File: src/rtl/mem_port_arbiter.sv
// Round-robin arbiter sharing one main-memory port between cache (req 0) and TLB walker (req 1).
// Optional BUSY watchdog enabled by defining MEM_PORT_ARBITER_TIMEOUT_EN.
module mem_port_arbiter #(
    parameter int ADDR_W  = 10,
    parameter int DATA_W  = 32,
    parameter int TIMEOUT = 64
) (
    input  logic              clk,
    input  logic              rst_n,
    input  logic [1:0]        req,
    input  logic [1:0]        we,
    input  logic [ADDR_W-1:0] addr0,
    input  logic [ADDR_W-1:0] addr1,
    input  logic [DATA_W-1:0] wdata0,
    input  logic [DATA_W-1:0] wdata1,
    output logic [1:0]        gnt,
    output logic [1:0]        done,
    output logic [DATA_W-1:0] rdata,
    output logic              err,
    output logic              m_req,
    output logic              m_we,
    output logic [ADDR_W-1:0] m_addr,
    output logic [DATA_W-1:0] m_wdata,
    input  logic [DATA_W-1:0] m_rdata,
    input  logic              m_done
);

    typedef enum logic [1:0] {
        IDLE = 2'd0,
        BUSY = 2'd1,
        RESP = 2'd2
    } state_t;

    if (TIMEOUT < 2 || TIMEOUT > 255) begin : g_bad_timeout
        $error("mem_port_arbiter: TIMEOUT must be within 2..255");
    end

    state_t              state_q, state_d;
    logic [1:0]          gnt_q, gnt_d;
    logic [1:0]          done_q, done_d;
    logic [DATA_W-1:0]   rdata_q, rdata_d;
    logic                m_req_q, m_req_d;
    logic                m_we_q, m_we_d;
    logic [ADDR_W-1:0]   m_addr_q, m_addr_d;
    logic [DATA_W-1:0]   m_wdata_q, m_wdata_d;
    logic                last_q, last_d;
    logic                win;

`ifdef MEM_PORT_ARBITER_TIMEOUT_EN
    localparam logic [7:0] TIMEOUT_LAST = 8'(TIMEOUT - 1);

    logic       err_q, err_d;
    logic [7:0] cnt_q, cnt_d;
`endif

    // On a tie the requester that did not win last time gets the port.
    assign win = (req == 2'b11) ? ~last_q : req[1];

    // NOTE: every signal assigned here gets its default first, so no path
    // through the case leaves one unassigned and no latch is inferred.
    always_comb begin
        state_d   = state_q;
        gnt_d     = gnt_q;
        done_d    = done_q;
        rdata_d   = rdata_q;
        m_req_d   = m_req_q;
        m_we_d    = m_we_q;
        m_addr_d  = m_addr_q;
        m_wdata_d = m_wdata_q;
        last_d    = last_q;
`ifdef MEM_PORT_ARBITER_TIMEOUT_EN
        err_d     = err_q;
        cnt_d     = cnt_q;
`endif

        unique case (state_q)
            IDLE: begin
                if (req != 2'b00) begin
                    gnt_d     = win ? 2'b10 : 2'b01;
                    m_req_d   = 1'b1;
                    m_we_d    = win ? we[1] : we[0];
                    m_addr_d  = win ? addr1 : addr0;
                    m_wdata_d = win ? wdata1 : wdata0;
                    last_d    = win;
                    state_d   = BUSY;
`ifdef MEM_PORT_ARBITER_TIMEOUT_EN
                    cnt_d     = 8'd0;
`endif
                end
            end

            BUSY: begin
                // Completion wins over a watchdog expiry on the same edge.
                if (m_done) begin
                    rdata_d = m_we_q ? '0 : m_rdata;
                    m_req_d = 1'b0;
                    done_d  = gnt_q;
                    state_d = RESP;
                end
`ifdef MEM_PORT_ARBITER_TIMEOUT_EN
                else if (cnt_q == TIMEOUT_LAST) begin
                    rdata_d = '0;
                    m_req_d = 1'b0;
                    err_d   = 1'b1;
                    done_d  = gnt_q;
                    state_d = RESP;
                end else begin
                    cnt_d = cnt_q + 8'd1;
                end
`endif
            end

            RESP: begin
                gnt_d   = 2'b00;
                done_d  = 2'b00;
                state_d = IDLE;
`ifdef MEM_PORT_ARBITER_TIMEOUT_EN
                err_d   = 1'b0;
`endif
            end

            default: state_d = IDLE;
        endcase
    end

    // NOTE: state registers use non-blocking assignments so every flop
    // samples the pre-edge values regardless of statement order.
    always_ff @(posedge clk or negedge rst_n) begin
        if (!rst_n) begin
            state_q   <= IDLE;
            gnt_q     <= 2'b00;
            done_q    <= 2'b00;
            rdata_q   <= '0;
            m_req_q   <= 1'b0;
            m_we_q    <= 1'b0;
            m_addr_q  <= '0;
            m_wdata_q <= '0;
            last_q    <= 1'b1;
`ifdef MEM_PORT_ARBITER_TIMEOUT_EN
            err_q     <= 1'b0;
            cnt_q     <= 8'd0;
`endif
        end else begin
            state_q   <= state_d;
            gnt_q     <= gnt_d;
            done_q    <= done_d;
            rdata_q   <= rdata_d;
            m_req_q   <= m_req_d;
            m_we_q    <= m_we_d;
            m_addr_q  <= m_addr_d;
            m_wdata_q <= m_wdata_d;
            last_q    <= last_d;
`ifdef MEM_PORT_ARBITER_TIMEOUT_EN
            err_q     <= err_d;
            cnt_q     <= cnt_d;
`endif
        end
    end

    assign gnt     = gnt_q;
    assign done    = done_q;
    assign rdata   = rdata_q;
    assign m_req   = m_req_q;
    assign m_we    = m_we_q;
    assign m_addr  = m_addr_q;
    assign m_wdata = m_wdata_q;

`ifdef MEM_PORT_ARBITER_TIMEOUT_EN
    assign err = err_q;
`else
    assign err = 1'b0;
`endif

endmodule
File: config.mk
export PLATFORM = sky130hd
export DESIGN_NAME = mem_port_arbiter
export DESIGN_NICKNAME = d
export VERILOG_FILES = /design/src/rtl/mem_port_arbiter.sv
export SDC_FILE = /design/constraint.sdc
export NUM_CORES = 1
export LEC_CHECK = 0
export CAP_MARGIN = 20
export CORE_ASPECT_RATIO = 0.9
export CORE_MARGIN = 10
export CORE_UTILIZATION = 30
export DETAILED_ROUTE_END_ITERATION = 16
export GPL_ROUTABILITY_DRIVEN = 1
export PLACE_DENSITY_LB_ADDON = 0.3
export REMOVE_ABC_BUFFERS = 1
export SLEW_MARGIN = 20
export SYNTH_ARGS = -nofsm -noshare
export SYNTH_HDL_FRONTEND = slang
export SYNTH_SLANG_ARGS = --single-unit
export TNS_END_PERCENT = 30
File: constraint.sdc
create_clock -name clk -period 4.1 [get_ports clk]
set_clock_uncertainty 0.15 [all_clocks]
set_input_delay 0.82 -clock clk [delete_from_list [all_inputs] [get_ports clk]]
set_output_delay 0.82 -clock clk [all_outputs]
set_load 0.05 [all_outputs]
==> flow_summary.ini <==
[run_status]
status = finished clean

[grt]
grt_pass1_wl_um = 22000
grt_antenna_before_repair = 0
gr-total-overflow = 0
grt_max_degree = 84
grt_pass1_vias = 4143
grt_usage_pct = 13.6

[synth]
synth_cell_type_count = 27
synth_fa_ha_area_share_pct = 0
synth-xor-area-share_pct = 0
synth_area_per_cell_um2 = 10.5
syn_area_um2 = 4370
synth_top_family_by_area = compound AO/OA/AOI/OAI gates
synth_compound_area_share_pct = 30.8
yosysTopAreaCellShare_pct = 46.9
synth_mux_area_share_pct = 0
ys_seq_elements = 83
synthTopCellsByArea = dfrtp_1 47%, a31oi_4 19%, nand2_1 11%
synth-seq-area-share_pct = 47.5
synth-simple-area-share_pct = 16.1
ys.warnings.count = 0
yosys.area.top_type = dfrtp_1
synthCells = 416

[route]
drtIter0Drc = 173
drt_first_pass_iters = 5
drc_errors = 0
wl_um = 13400
num_vias = 3661
viasPerCell = 4.60
ant_nets = 0
wl_per_cell_um = 16.8

[hold_path]
min_to = rdata[18]$_DFFE_PN0P_
hold_depth = 2
holdCritPathClass = reg -> reg
worstHoldStart = rdata[18]$_DFFE_PN0P_

[finish]
drive_above_1_share_pct = 11.1
num_antenna_cells = 0
area_delta_synth_final_pct = 55.0
nNetsFinal = 722
fillers = 1299

[floorplan]
io-pin-count = 204
core-area_um2 = 14200
die_w_um = 147
dieHeight_um = 135
die_area_um2 = 19800
floorplan.initialDensity_pct = 30.9
rows = 41

[setup_path]
critPathCaptureType = output pin
worstPathArrival_ns = 2.13
max_stage_delay_ns = 0.95
path_buf_inv = 1
cp.required_ns = 3.13
cp_top_family = buffers and inverters
critPathLaunchType = register
cp_cell_sequence = clkdlybuf4s50_1
timing.rr.start = state_q[1]$_DFFE_PN0P_
r2r_setup_slack_ns = 1.85
crit_fanout = 34
rr_endpoint = rdata[22]$_DFFE_PN0P_
path_class = reg -> out
critPathSlowestCell = clkdlybuf4s50_1
r2r_cells = 4

[sta]
relSlewSlack_pct = 37.9
finalSetupTns_ns = 0
fin_crit_sh_pct = 75.5
fin_ws_ns = 1.00
tightest_slew_ns = 0.929
fmax_ghz = 0.323
rsz0062_at_grt = false
maxSlewViolCount = 0
finalHoldViolations = 0
post-route-min-period_ns = 3.10
finalSetupViolCount = 0

[clocking]
cts_tree = built
cts_buffer_depth = 2
clock-sinks = 83
cts_max_level = 3
cts_setup_buffers = 0
cts_resized = 0
insertion_delay_ns = 0.33
clkTransAtPathRegs_ns = 0.06
cts_buffers = 9
cts.root.buffer_cell = clkbuf_16
cts-hold-fix-buffers = 0

[power_and_ir_drop]
powerDensity_nw_per_um2 = 888
vdd_ir_drop_max_mv = 0.373
power_mw = 6.02
leakage_nw = 2.60

[placement]
io_buffers = 202
dpl_worst_slack_ns = 1.05
gp_congestion = 0.797
dp_hpwl_um = 9780

[flow_run]
maxCapViolCount = 0
power by group:
group	switching, mW	internal (mW)
logic	2.38	1.31
registers	0.287	1.23
clock network	0.317	0.502
cells in the mapped netlist, drive strengths merged:
master,instances
nand2,125
dfrtp,82
a21oi,45
a31oi,44
o21ai,35
nand2b,32
clkbuf,19
buf,17
a21boi,2
a22o,2
inv,2
nor2,2
a21bo,1
a2bb2oi,1
and2,1
conb,1
dfstp,1
nand3b,1
o21a,1
o31ai,1
or2,1
worst max path at each step:
stage	start	end	slack (ns)	cells past startpoint
floorplan	req[0]	m_addr[8]$_DFFE_PN0P_	0.57	3
global placement	m_done	rdata[19]$_DFFE_PN0P_	1.11	5
detailed placement	m_done	rdata[17]$_DFFE_PN0P_	1.05	5
CTS	m_we$_DFFE_PN0P_	m_we	0.93	1
global route	m_we$_DFFE_PN0P_	m_we	0.81	1
finish	m_we$_DFFE_PN0P_	m_we	1.00	1
placed cells by master (no fill, tap or decap):
master	n
nor2_4	1
a21boi_0	1
nand2_1	125
bufinv_16	1
buf_12	1
a2bb2oi_1	1
clkdlybuf4s50_1	201
nand3b_1	1
inv_6	1
o21a_1	1
inv_1	2
nand2b_1	32
or2_1	1
o31ai_1	1
a21bo_2	1
conb_1	1
a31oi_1	4
a21boi_4	1
a21oi_1	45
clkbuf_16	9
dfstp_2	1
a22o_1	2
buf_4	5
dfrtp_1	82
clkbuf_8	2
and2_4	1
a31oi_4	40
clkinv_2	2
buf_6	1
nor2_1	1
o21ai_0	35
cell type report:
class | instances | area [um^2] | share of cell area (%)
Timing Repair Buffer | 208 | 2080 | 30.7
Clock buffer | 11 | 253 | 3.73
Multi-Input combinational cell | 295 | 2060 | 30.5
Tap cell | 193 | 241 | 3.56
Inverter | 2 | 7.51 | 0.111
Sequential cell | 83 | 2080 | 30.7
Clock inverter | 4 | 48.8 | 0.720
per-stage QoR:
| stage | hold slack (ns) | util, % | cells | instance area, um^2 |
|---|---|---|---|---|
| floorplan | 0.368 | - | 380 | 4140 |
| global placement | 0.314 | 45.7 | 781 | 6470 |
| detailed placement | 0.323 | 45.7 | 781 | 6470 |
| CTS | 0.337 | 47.8 | 796 | 6770 |
| global route | 0.357 | 47.8 | 796 | 6770 |
| finish | 0.333 | 47.8 | 796 | 6770 |
per-layer routing:
metal  vias to the layer above  global-route usage (%)  wire, um
met4                         0                    3.30       123
met3                         9                    8.05      1660
met1                      1717                    16.4      5880
met2                       163                    20.1      5700
met5                         -                       0         0
li1                       1772                       -         -
tightest hold or removal path, stage by stage, from the launching register on:
cell	delay, ns
dfrtp_1	0.34
nand2_1	0.05
o21ai_0	0.06
cell families (layout without fill, tap and decap cells):
family                 count (synthesis)  after routing
buffers and inverters                 38            225
DFF                                   83             83
AOI/OAI and AO/OA                    132            132
other                                  1              1
and+or+nand+nor                      162            162
flip-flops by register name, indices dropped and copies added (netlist names):
signal	cells
gnt	2
last_q	1
rdata	32
state_q	2
done	2
m_wdata	32
m_we	1
m_addr	10
m_req	1
No activity file was read; power rests on OpenSTA's default activity.
